==> config.mk <==
export PLATFORM = sky130hd
export DESIGN_NAME = descrambler_sequencer
export DESIGN_NICKNAME = d
export VERILOG_FILES = /design/src/rtl/descrambler_seq_pkg.sv /design/src/rtl/descrambler_sequencer_counter.sv /design/src/rtl/descrambler_sequencer.sv
export SDC_FILE = /design/constraint.sdc
export NUM_CORES = 1
export LEC_CHECK = 0
export CORE_MARGIN = 2
export CORE_UTILIZATION = 45
export CTS_CLUSTER_DIAMETER = 150
export DETAILED_ROUTE_END_ITERATION = 10
export PLACE_DENSITY = 0.85
export SYNTH_ARGS = -nofsm -noshare
export SYNTH_HDL_FRONTEND = slang
export SYNTH_HIERARCHICAL = 1
export SYNTH_SLANG_ARGS = --single-unit
==> constraint.sdc <==
create_clock -name clk -period 4.7 [get_ports clk]
set_input_delay 0.47 -clock clk [delete_from_list [all_inputs] [get_ports clk]]
set_output_delay 0.47 -clock clk [all_outputs]
set_load 0.01 [all_outputs]
==> src/rtl/descrambler_seq_pkg.sv <==
// Shared constants, block classes and helpers for the descrambler sequencer.
// Symbol values cover the 8b/10b K-codes and the 128b/130b ordered-set identifiers.
package descrambler_seq_pkg;

  localparam logic [7:0] SYM_COM    = 8'hBC;
  localparam logic [7:0] SYM_SKP_K  = 8'h1C;
  localparam logic [7:0] SYM_EIEOS  = 8'h00;
  localparam logic [7:0] SYM_SKP_OS = 8'hAA;
  localparam logic [7:0] SYM_EIOS   = 8'h66;
  localparam logic [7:0] SYM_TS1    = 8'h1E;
  localparam logic [7:0] SYM_TS2    = 8'h2D;

  localparam logic [1:0] SYNC_DATA = 2'b01;
  localparam logic [1:0] SYNC_OS   = 2'b10;

  localparam int unsigned BLOCK_SYMBOLS = 16;

  typedef enum logic [2:0] {
    DATA     = 3'd0,
    TS       = 3'd1,
    SKP      = 3'd2,
    EIEOS    = 3'd3,
    EIOS     = 3'd4,
    OS_OTHER = 3'd5,
    INVALID  = 3'd6
  } block_type_t;

  typedef enum logic {
    BLK_START = 1'b0,
    IN_BLOCK  = 1'b1
  } blk_state_t;

  // Zero means the width is unsupported and the sequencer must stay idle.
  function automatic logic [2:0] symbols_per_beat(input logic [5:0] width);
    case (width)
      6'd8:    return 3'd1;
      6'd16:   return 3'd2;
      6'd32:   return 3'd4;
      default: return 3'd0;
    endcase
  endfunction

  function automatic block_type_t classify(input logic [1:0] hdr, input logic [7:0] sym);
    block_type_t t;
    t = INVALID;
    if (hdr == SYNC_DATA) begin
      t = DATA;
    end else if (hdr == SYNC_OS) begin
      case (sym)
        SYM_EIEOS:        t = EIEOS;
        SYM_SKP_OS:       t = SKP;
        SYM_EIOS:         t = EIOS;
        SYM_TS1, SYM_TS2: t = TS;
        default:          t = OS_OTHER;
      endcase
    end
    return t;
  endfunction

endpackage

==> src/rtl/descrambler_sequencer_counter.sv <==
// Tracks the index of the lane-0 symbol inside a 16-symbol 128b/130b block
// and flags the beat that completes the block.
module block_symbol_counter (
  input  logic       clk,
  input  logic       reset,
  input  logic       step_en,
  input  logic       clear,
  input  logic [2:0] step,
  output logic [3:0] symbol_index,
  output logic       wrap,
  output logic       block_start
);

  logic [3:0] idx_q, idx_d;
  logic [4:0] sum;

  // NOTE: every always_comb output gets a default first so no path leaves it unassigned (no latch).
  always_comb begin
    sum   = {1'b0, idx_q} + {2'b00, step};
    wrap  = step_en && sum[4];
    idx_d = idx_q;
    if (clear) begin
      idx_d = '0;
    end else if (step_en) begin
      idx_d = sum[3:0];
    end
  end

  // NOTE: sequential state uses non-blocking assignments so all flops update from pre-edge values.
  always_ff @(posedge clk) begin
    if (!reset) begin
      idx_q <= '0;
    end else begin
      idx_q <= idx_d;
    end
  end

  assign symbol_index = idx_q;
  assign block_start  = (idx_q == 4'd0);

endmodule

==> src/rtl/descrambler_sequencer.sv <==
// Drives the descrambler LFSR controls (reseed, per-lane advance, per-lane XOR
// enable) from the PIPE RX stream for both 8b/10b and 128b/130b encodings.
module descrambler_sequencer
  import descrambler_seq_pkg::*;
(
  input  logic        clk,
  input  logic        reset,
  input  logic        turnOff,
  input  logic        PIPEDataValid,
  input  logic [1:0]  PIPESyncHeader,
  input  logic [5:0]  PIPEWIDTH,
  input  logic [2:0]  GEN,
  input  logic [31:0] PIPEData,
  input  logic [3:0]  PIPEDataK,
  output logic        patternReset,
  output logic [3:0]  advance,
  output logic [3:0]  descramblingEnable,
  output logic [2:0]  blockType,
  output logic [3:0]  symbolIndex,
  output logic        syncError
);

  blk_state_t  state_q, state_d;
  block_type_t blk_type_q, blk_type_d;
  block_type_t hdr_type, cur_type;
  logic        pattern_reset_q, pattern_reset_d;
  logic        sync_error_q, sync_error_d;
  logic [2:0]  gen_q;
  logic [5:0]  width_q;

  logic [2:0]  step;
  logic [3:0]  active, adv, desc, sym_idx;
  logic        width_ok, gen3, cfg_change, clear, beat, g3_beat, step_en;
  logic        is_start, wrap, cnt_start, com_seen;

  block_symbol_counter u_counter (
    .clk          (clk),
    .reset        (reset),
    .step_en      (step_en),
    .clear        (clear),
    .step         (step),
    .symbol_index (sym_idx),
    .wrap         (wrap),
    .block_start  (cnt_start)
  );

  always_comb begin
    step       = symbols_per_beat(PIPEWIDTH);
    width_ok   = (step != 3'd0);
    active     = 4'((5'd1 << step) - 5'd1);
    gen3       = (GEN >= 3'd3);
    cfg_change = (GEN != gen_q) || (PIPEWIDTH != width_q);
    clear      = cfg_change && width_ok;
    beat       = reset && PIPEDataValid && width_ok;
    g3_beat    = beat && gen3;
    step_en    = g3_beat && !clear;
    // Counter and FSM agree by construction; both must say "start".
    is_start   = (state_q == BLK_START) && cnt_start;
    hdr_type   = classify(PIPESyncHeader, PIPEData[7:0]);
    cur_type   = is_start ? hdr_type : blk_type_q;

    adv      = '0;
    desc     = '0;
    com_seen = 1'b0;
    for (int i = 0; i < 4; i++) begin
      if (beat && active[i]) begin
        if (!gen3) begin
          if (PIPEDataK[i]) begin
            if (PIPEData[8*i +: 8] == SYM_COM) begin
              com_seen = 1'b1;
            end else if (PIPEData[8*i +: 8] != SYM_SKP_K) begin
              adv[i] = !turnOff;
            end
          end else begin
            adv[i]  = !turnOff;
            desc[i] = !turnOff;
          end
        end else begin
          case (cur_type)
            DATA: begin
              adv[i]  = 1'b1;
              desc[i] = 1'b1;
            end
            TS: begin
              adv[i]  = 1'b1;
              desc[i] = (i != 0) || (sym_idx != 4'd0);
            end
            OS_OTHER: adv[i] = 1'b1;
            default: ;
          endcase
        end
      end
    end

    blk_type_d = blk_type_q;
    if (step_en && is_start) blk_type_d = hdr_type;

    state_d = state_q;
    if (clear) begin
      state_d = BLK_START;
    end else if (step_en) begin
      state_d = wrap ? BLK_START : IN_BLOCK;
    end

    pattern_reset_d = (beat && !gen3 && com_seen) ||
                      (step_en && wrap && (cur_type == EIEOS));
    sync_error_d    = g3_beat && is_start && (hdr_type == INVALID);
  end

  always_ff @(posedge clk) begin
    if (!reset) begin
      state_q         <= BLK_START;
      blk_type_q      <= DATA;
      pattern_reset_q <= 1'b0;
      sync_error_q    <= 1'b0;
    end else begin
      state_q         <= state_d;
      blk_type_q      <= blk_type_d;
      pattern_reset_q <= pattern_reset_d;
      sync_error_q    <= sync_error_d;
    end
  end

  // NOTE: configuration shadows are deliberately not reset; they load during reset so the first beat after reset is not mistaken for a config change.
  always_ff @(posedge clk) begin
    gen_q   <= GEN;
    width_q <= PIPEWIDTH;
  end

  assign advance            = adv;
  assign descramblingEnable = desc;
  assign patternReset       = pattern_reset_q;
  assign syncError          = sync_error_q;
  assign symbolIndex        = width_ok ? sym_idx : 4'd0;
  assign blockType          = !width_ok ? DATA : ((g3_beat && is_start) ? hdr_type : blk_type_q);

endmodule

==> impl_metrics.yaml, run 1 <==
outcome:
  outcome: "finished, final reports clean"
setup_path:
  regToRegStartpoint: "width_q[4]$_DFF_P_"
  critPathMaxFanout: 6
  path_cells: "clkdlybuf4s50_1 > nor3b_2 > or4b_4 > a31oi_4 > o21ai_2 > nand2b_4 > a221oi_2 > clkdlybuf4s50_1"
  crit_slowest_cell: "clkdlybuf4s50_1"
  crit_path_max_incr_delay_ns: 0.58
  startpoint: "PIPEData[5]"
  cp.required_ns: 4.23
  r2r_slack_ns: 2.27
  worst-path-buf-inv: 2
  cp-start-kind: "input pin"
  reg2reg_depth: 8
  timing.rr.end: "patternReset$_SDFF_PN0_"
  critPathArrivalTime_ns: 3.03
  crit_type: "input pin to primary output"
  end_kind: "primary output"
  cpMostUsedCell: "clkdlybuf4s50_1"
  cp_top_family: "buffers and inverters"
  cp.depth: 8
cells_and_area:
  final_common_cell: "clkdlybuf4s50_1"
  diodes: 0
  finish.utilization_pct: 68.7
  mostFrequentLayoutCells: "clkdlybuf4s50_1 (67), dfxtp_1 (19), nand2_1 (18)"
  nets: 315
  final_cell_count_no_fill: 305
  area_growth_pct: 48.0
  drive_gt1_share_pct: 6.56
place:
  io_buffer_count: 67
  dp_hpwl_microns: 3360
  place_ws_ns: 1.20
  gp_congestion: 0.881
  dp_cells: 301
synthesis:
  synth-main-ff-cell: "dfxtp_1"
  syn_area_sq_um: 1520
  ys_seq_area_share_pct: 25.0
  synth_async_sr_flop_share_pct: 0
  synth_nets: 248
  synth_cell_types: 49
  ys_seq_elements: 19
  synth_largest_area_cell: "dfxtp_1"
  synth_area_per_cell_sq_um: 7.90
  synth_top_area_share_pct: 25.0
  synthCells: 193
  synthTopCellsByArea: "dfxtp_1 (25%), xor2_1 (7.5%), a21oi_1 (4.9%)"
  synth_edf_count: 0
  yosysWarnings: 6
grt:
  antenna_found_initial: 0
  overflow: 0
  grt_pass1_wl_microns: 6870
  grt.total_usage_pct: 21.4
  grt_pass1_vias: 1509
  grt_max_degree: 12
pwr:
  power_mw: 0.340
  max-vdd-ir-drop_v: 0.000180
  power_density_nw_per_um2: 151
  p_leak_nw: 0.774
route:
  antenna_left: 0
  vias: 1638
  wl_per_cell_microns: 13.7
  drc: 0
  drt_iter0_drc: 62
  vias_per_cell: 5.37
  first_pass_iters: 4
  routed_wl_microns: 4170
clock_network:
  clock_sinks: 19
  clk_latency_ns: 0.29
  cts_hold_buf: 0
  path_clk_slew_ns: 0.11
  cts_inserted_buffers: 3
  cts_setup_buffers: 0
  cts_buffer_depth: 2
  cts_tree: "yes"
  ctsResizeCount: 0
  cts-htree-levels: 1
  cts-root-buf: "clkbuf_4"
floorplan:
  initial_core_util_pct: 46.4
  die_w_microns: 62.2
  fp.dieH_microns: 62.2
  std_cell_rows: 21
  core_sq_um: 3280
  die-area_sq_um: 3870
  io_pins: 68
timing:
  finalSetupViolCount: 0
  fin_crit_sh_pct: 74.5
  final_max_slew_viol_count: 0
  worst_pin_slew_ns: 0.733
  slew_headroom_pct: 50.9
  rsz0062_at_grt: "no"
  setup_tns_ns: 0
  skew_ns: 0.00549
  fmax_mhz: 285
  hold_viol_final: 0
  fin_ws_ns: 1.20
  min_period_ns: 3.50
min_path:
  holdPathStages: 2
  hp-start: "blk_type_q[2]$_SDFFE_PN0P_"
  hold_class: "register to register"
  min_to: "blk_type_q[2]$_SDFFE_PN0P_"
flow_run:
  cap_violations: 0
## kinds of logic after synthesis
| family | synth area share (%) |
|---|---|
| AND/OR/NAND/NOR | 36.3 |
| AO/OA/AOI/OAI | 20.5 |
| flip-flops | 25.0 |
| XOR/XNOR | 9.20 |
| buffers and inverters | 3.28 |
| adder cells (fa/ha/maj) | 3.78 |
| multiplexers | 1.97 |
## per-stage QoR
stage / instance area (sq um) / hold WS (ns)
after floorplan: 1520 / 0.454
final: 2260 / 0.512
after global placement: 2230 / 0.487
after detailed placement: 2230 / 0.491
after global routing: 2260 / 0.544
after CTS: 2260 / 0.508
## worst max-delay path by stage
| stage | endpoint | slack [ns] |
|---|---|---|
| 2_1_floorplan | patternReset$_SDFF_PN0_ | 2.27 |
| 3_3_place_gp | descramblingEnable[0] | 1.24 |
| 3_5_place_dp | descramblingEnable[0] | 1.20 |
| 4_1_cts | descramblingEnable[0] | 1.19 |
| 5_1_grt | advance[0] | 0.99 |
| 6_report | descramblingEnable[0] | 1.20 |
## Yosys cell counts (all sizes together), types with 2 or more instances
master  instances
and2            7
nor3b           2
nand3b          2
ha              3
o21ai          14
buf             4
nor4b           3
nor2b           2
nand2          18
nand4           2
nor2           16
and4b           3
a211oi          2
nand3           8
mux2i           3
o32ai           2
xnor2           3
o211ai          2
or3             3
dfxtp          19
nor3            6
nand2b         11
xor2           13
and4            2
a21oi          16
nor4            7
inv             7
## worst reg2reg max path: stages (launching register included)
cell and delay, ns:
dfxtp_1 0.32, xor2_1 0.13, nor4_1 0.31, nand4_1 0.29, nor3_2 0.64, nand2_1 0.10
nor2_1 0.18, o211ai_1 0.10, o32ai_1 0.26
## power by group
part / internal [mW] / switching (mW) / total (mW)
registers: 0.165 / 0.00168 / 0.167
logic: 0.0541 / 0.0386 / 0.0927
clock network: 0.0316 / 0.0488 / 0.0804
total: 0.251 / 0.0891 / 0.340
## sequential cells by signal, indices dropped and copies added (netlist names)
signal                  count
width_q                     6
syncError                   1
state_q                     1
blk_type_q                  3
gen_q                       3
patternReset                1
u_counter/symbol_index      4
## routing by layer
| metal | wire (microns) | global-route usage [%] | part of all wire, % |
|---|---|---|---|
| met1 | 1900 | 27.7 | 46 |
| met2 | 1950 | 36.0 | 47 |
| met3 | 269 | 5.43 | 6.5 |
| met4 | 44 | 5.00 | 1.1 |
| met5 | 0 | 0 | 0 |
## layout make-up
class                           count  area [sq um]
Clock inverter                      1          5.00
Fill cell                         287          1030
Multi-Input combinational cell    162          1090
Clock buffer                        3          22.5
Inverter                            7          26.3
Tap cell                           46          57.6
Timing Repair Buffer               67           671
Sequential cell                    19           380
(Power assumes the default switching activity.)
==> run 2: changes to the inputs <==
--- a/config.mk
+++ b/config.mk
@@ -6,10 +6,10 @@
 export NUM_CORES = 1
 export LEC_CHECK = 0
 export CORE_MARGIN = 2
-export CORE_UTILIZATION = 45
+export CORE_UTILIZATION = 38
 export CTS_CLUSTER_DIAMETER = 150
 export DETAILED_ROUTE_END_ITERATION = 10
-export PLACE_DENSITY = 0.85
+export PLACE_DENSITY = 0.77
 export SYNTH_ARGS = -nofsm -noshare
 export SYNTH_HDL_FRONTEND = slang
 export SYNTH_HIERARCHICAL = 1
==> constraint.sdc (replaced) <==
create_clock -name clk -period 3.1 [get_ports clk]
set_input_delay 0.31 -clock clk [delete_from_list [all_inputs] [get_ports clk]]
set_output_delay 0.31 -clock clk [all_outputs]
set_load 0.01 [all_outputs]
==> impl_metrics.yaml, run 2 (same netlist as run 1, synthesis figures left out) <==
grt:
  grt_pass1_wl_microns: 6510
  grt_pass1_vias: 1525
  antenna_found_initial: 0
  overflow: 0
  grt.total_usage_pct: 18.6
  grt_max_degree: 12
pwr:
  power_mw: 0.574
  p_leak_nw: 0.896
  max-vdd-ir-drop_v: 0.000207
  power_density_nw_per_um2: 237
floorplan:
  initial_core_util_pct: 38.7
  die-area_sq_um: 4530
  core_sq_um: 3940
  std_cell_rows: 23
  fp.dieH_microns: 67.3
  die_w_microns: 67.3
  io_pins: 68
cells_and_area:
  area_growth_pct: 59.0
  diodes: 0
  largest_reg_flops: 6
  mostFrequentLayoutCells: "clkdlybuf4s50_1 (66), dfxtp_1 (19), nand2_1 (18)"
  final_cell_count_no_fill: 326
  final_common_cell: "clkdlybuf4s50_1"
  final_area_sq_um: 2420
  largest_register: "width_q"
  nets: 332
  drive_gt1_share_pct: 13.0
  fill_cells: 367
route:
  antenna_left: 0
  wl_per_cell_microns: 13.3
  vias: 1726
  routed_wl_microns: 4340
  vias_per_cell: 5.29
  drc: 0
  first_pass_iters: 4
  drt_iter0_drc: 56
setup_path:
  end_kind: "primary output"
  cp-endpoint: "descramblingEnable[2]"
  cp.required_ns: 2.79
  r2r_slack_ns: 0.92
  crit_type: "input pin to primary output"
  critPathMaxFanout: 4
  startpoint: "PIPEData[4]"
  cp-start-kind: "input pin"
  timing.rr.end: "patternReset$_SDFF_PN0_"
  regToRegStartpoint: "width_q[4]$_DFF_P_"
  critPathArrivalTime_ns: 2.67
  reg2reg_depth: 8
outcome:
  outcome: "finished, final reports clean"
clock_network:
  path_clk_slew_ns: 0.07
  cts_buffer_depth: 2
  cts-htree-levels: 1
  cts_hold_buf: 0
  cts_inserted_buffers: 3
  ctsResizeCount: 0
  cts_setup_buffers: 0
  clock_sinks: 19
  cts_tree: "yes"
  cts-root-buf: "clkbuf_8"
  clk_latency_ns: 0.26
timing:
  hold_viol_final: 0
  skew_ns: 0.00104
  worst_hold_slack_ns: 0.501
  slew_headroom_pct: 69.4
  fin_ws_ns: 0.118
  fin_crit_sh_pct: 96.2
  finalSetupViolCount: 0
  fmax_mhz: 335
  worst_pin_slew_ns: 0.452
  min_period_ns: 2.98
  final_max_slew_viol_count: 0
place:
  dp_cells: 322
  io_buffer_count: 67
  gp_congestion: 0.893
  place_area_sq_um: 2360
  dp_hpwl_microns: 3630
  place_ws_ns: 0.0145
flow_run:
  cap_violations: 0
min_path:
  holdPathStages: 2
  hold_class: "register to register"
## run 2: power breakdown
part,total [mW],switching (mW),internal (mW),leakage [nW]
sequential,0.253,0.00267,0.250,0.156
clock,0.169,0.0799,0.0894,0.0255
combinational,0.151,0.0605,0.0910,0.714
total,0.574,0.143,0.431,0.896
## run 2: critical path, stage by stage
cell	delay, ns
clkdlybuf4s50_1	0.44
nor3b_2	0.23
or4b_4	0.51
a31oi_4	0.20
o21ai_2	0.09
nand2b_4	0.16
a21oi_1	0.17
clkdlybuf4s50_1	0.56
## run 2: cell type report
class                           count  area (sq um)  share of cell area (%)
Clock inverter                      1          5.00                   0.207
Timing Repair Buffer               84           801                    33.0
Sequential cell                    19           380                    15.7
Multi-Input combinational cell    162          1110                    45.7
Clock buffer                        3          41.3                    1.70
Tap cell                           50          62.6                    2.58
Inverter                            7          26.3                    1.08
## run 2: metal layers
| layer | wire [microns] | vias up | GRT usage (%) |
|---|---|---|---|
| met4 | 42 | 0 | 5.87 |
| met3 | 254 | 6 | 3.83 |
| met5 | 0 | - | 0 |
| met2 | 2100 | 48 | 29.7 |
| met1 | 1940 | 795 | 25.1 |
| li1 | - | 877 | - |
## run 2: per-stage QoR
step | setup TNS, ns | util, %
after CTS | 0 | 61.1
after global routing | -0.267 | 61.5
final | 0 | 61.5
after detailed placement | 0 | 59.9
after floorplan | 0 | -
after global placement | 0 | 59.9
## run 2: worst min path at each step
| stage | slack, ns | endpoint | start |
|---|---|---|---|
| after floorplan | 0.34 | gen_q[0]$_DFF_P_ | GEN[0] |
| after global placement | 0.49 | blk_type_q[1]$_SDFFE_PN0P_ | blk_type_q[1]$_SDFFE_PN0P_ |
| after detailed placement | 0.49 | blk_type_q[1]$_SDFFE_PN0P_ | blk_type_q[1]$_SDFFE_PN0P_ |
| after CTS | 0.51 | blk_type_q[1]$_SDFFE_PN0P_ | blk_type_q[1]$_SDFFE_PN0P_ |
| after global routing | 0.53 | blk_type_q[1]$_SDFFE_PN0P_ | blk_type_q[1]$_SDFFE_PN0P_ |
| final | 0.50 | blk_type_q[1]$_SDFFE_PN0P_ | blk_type_q[1]$_SDFFE_PN0P_ |
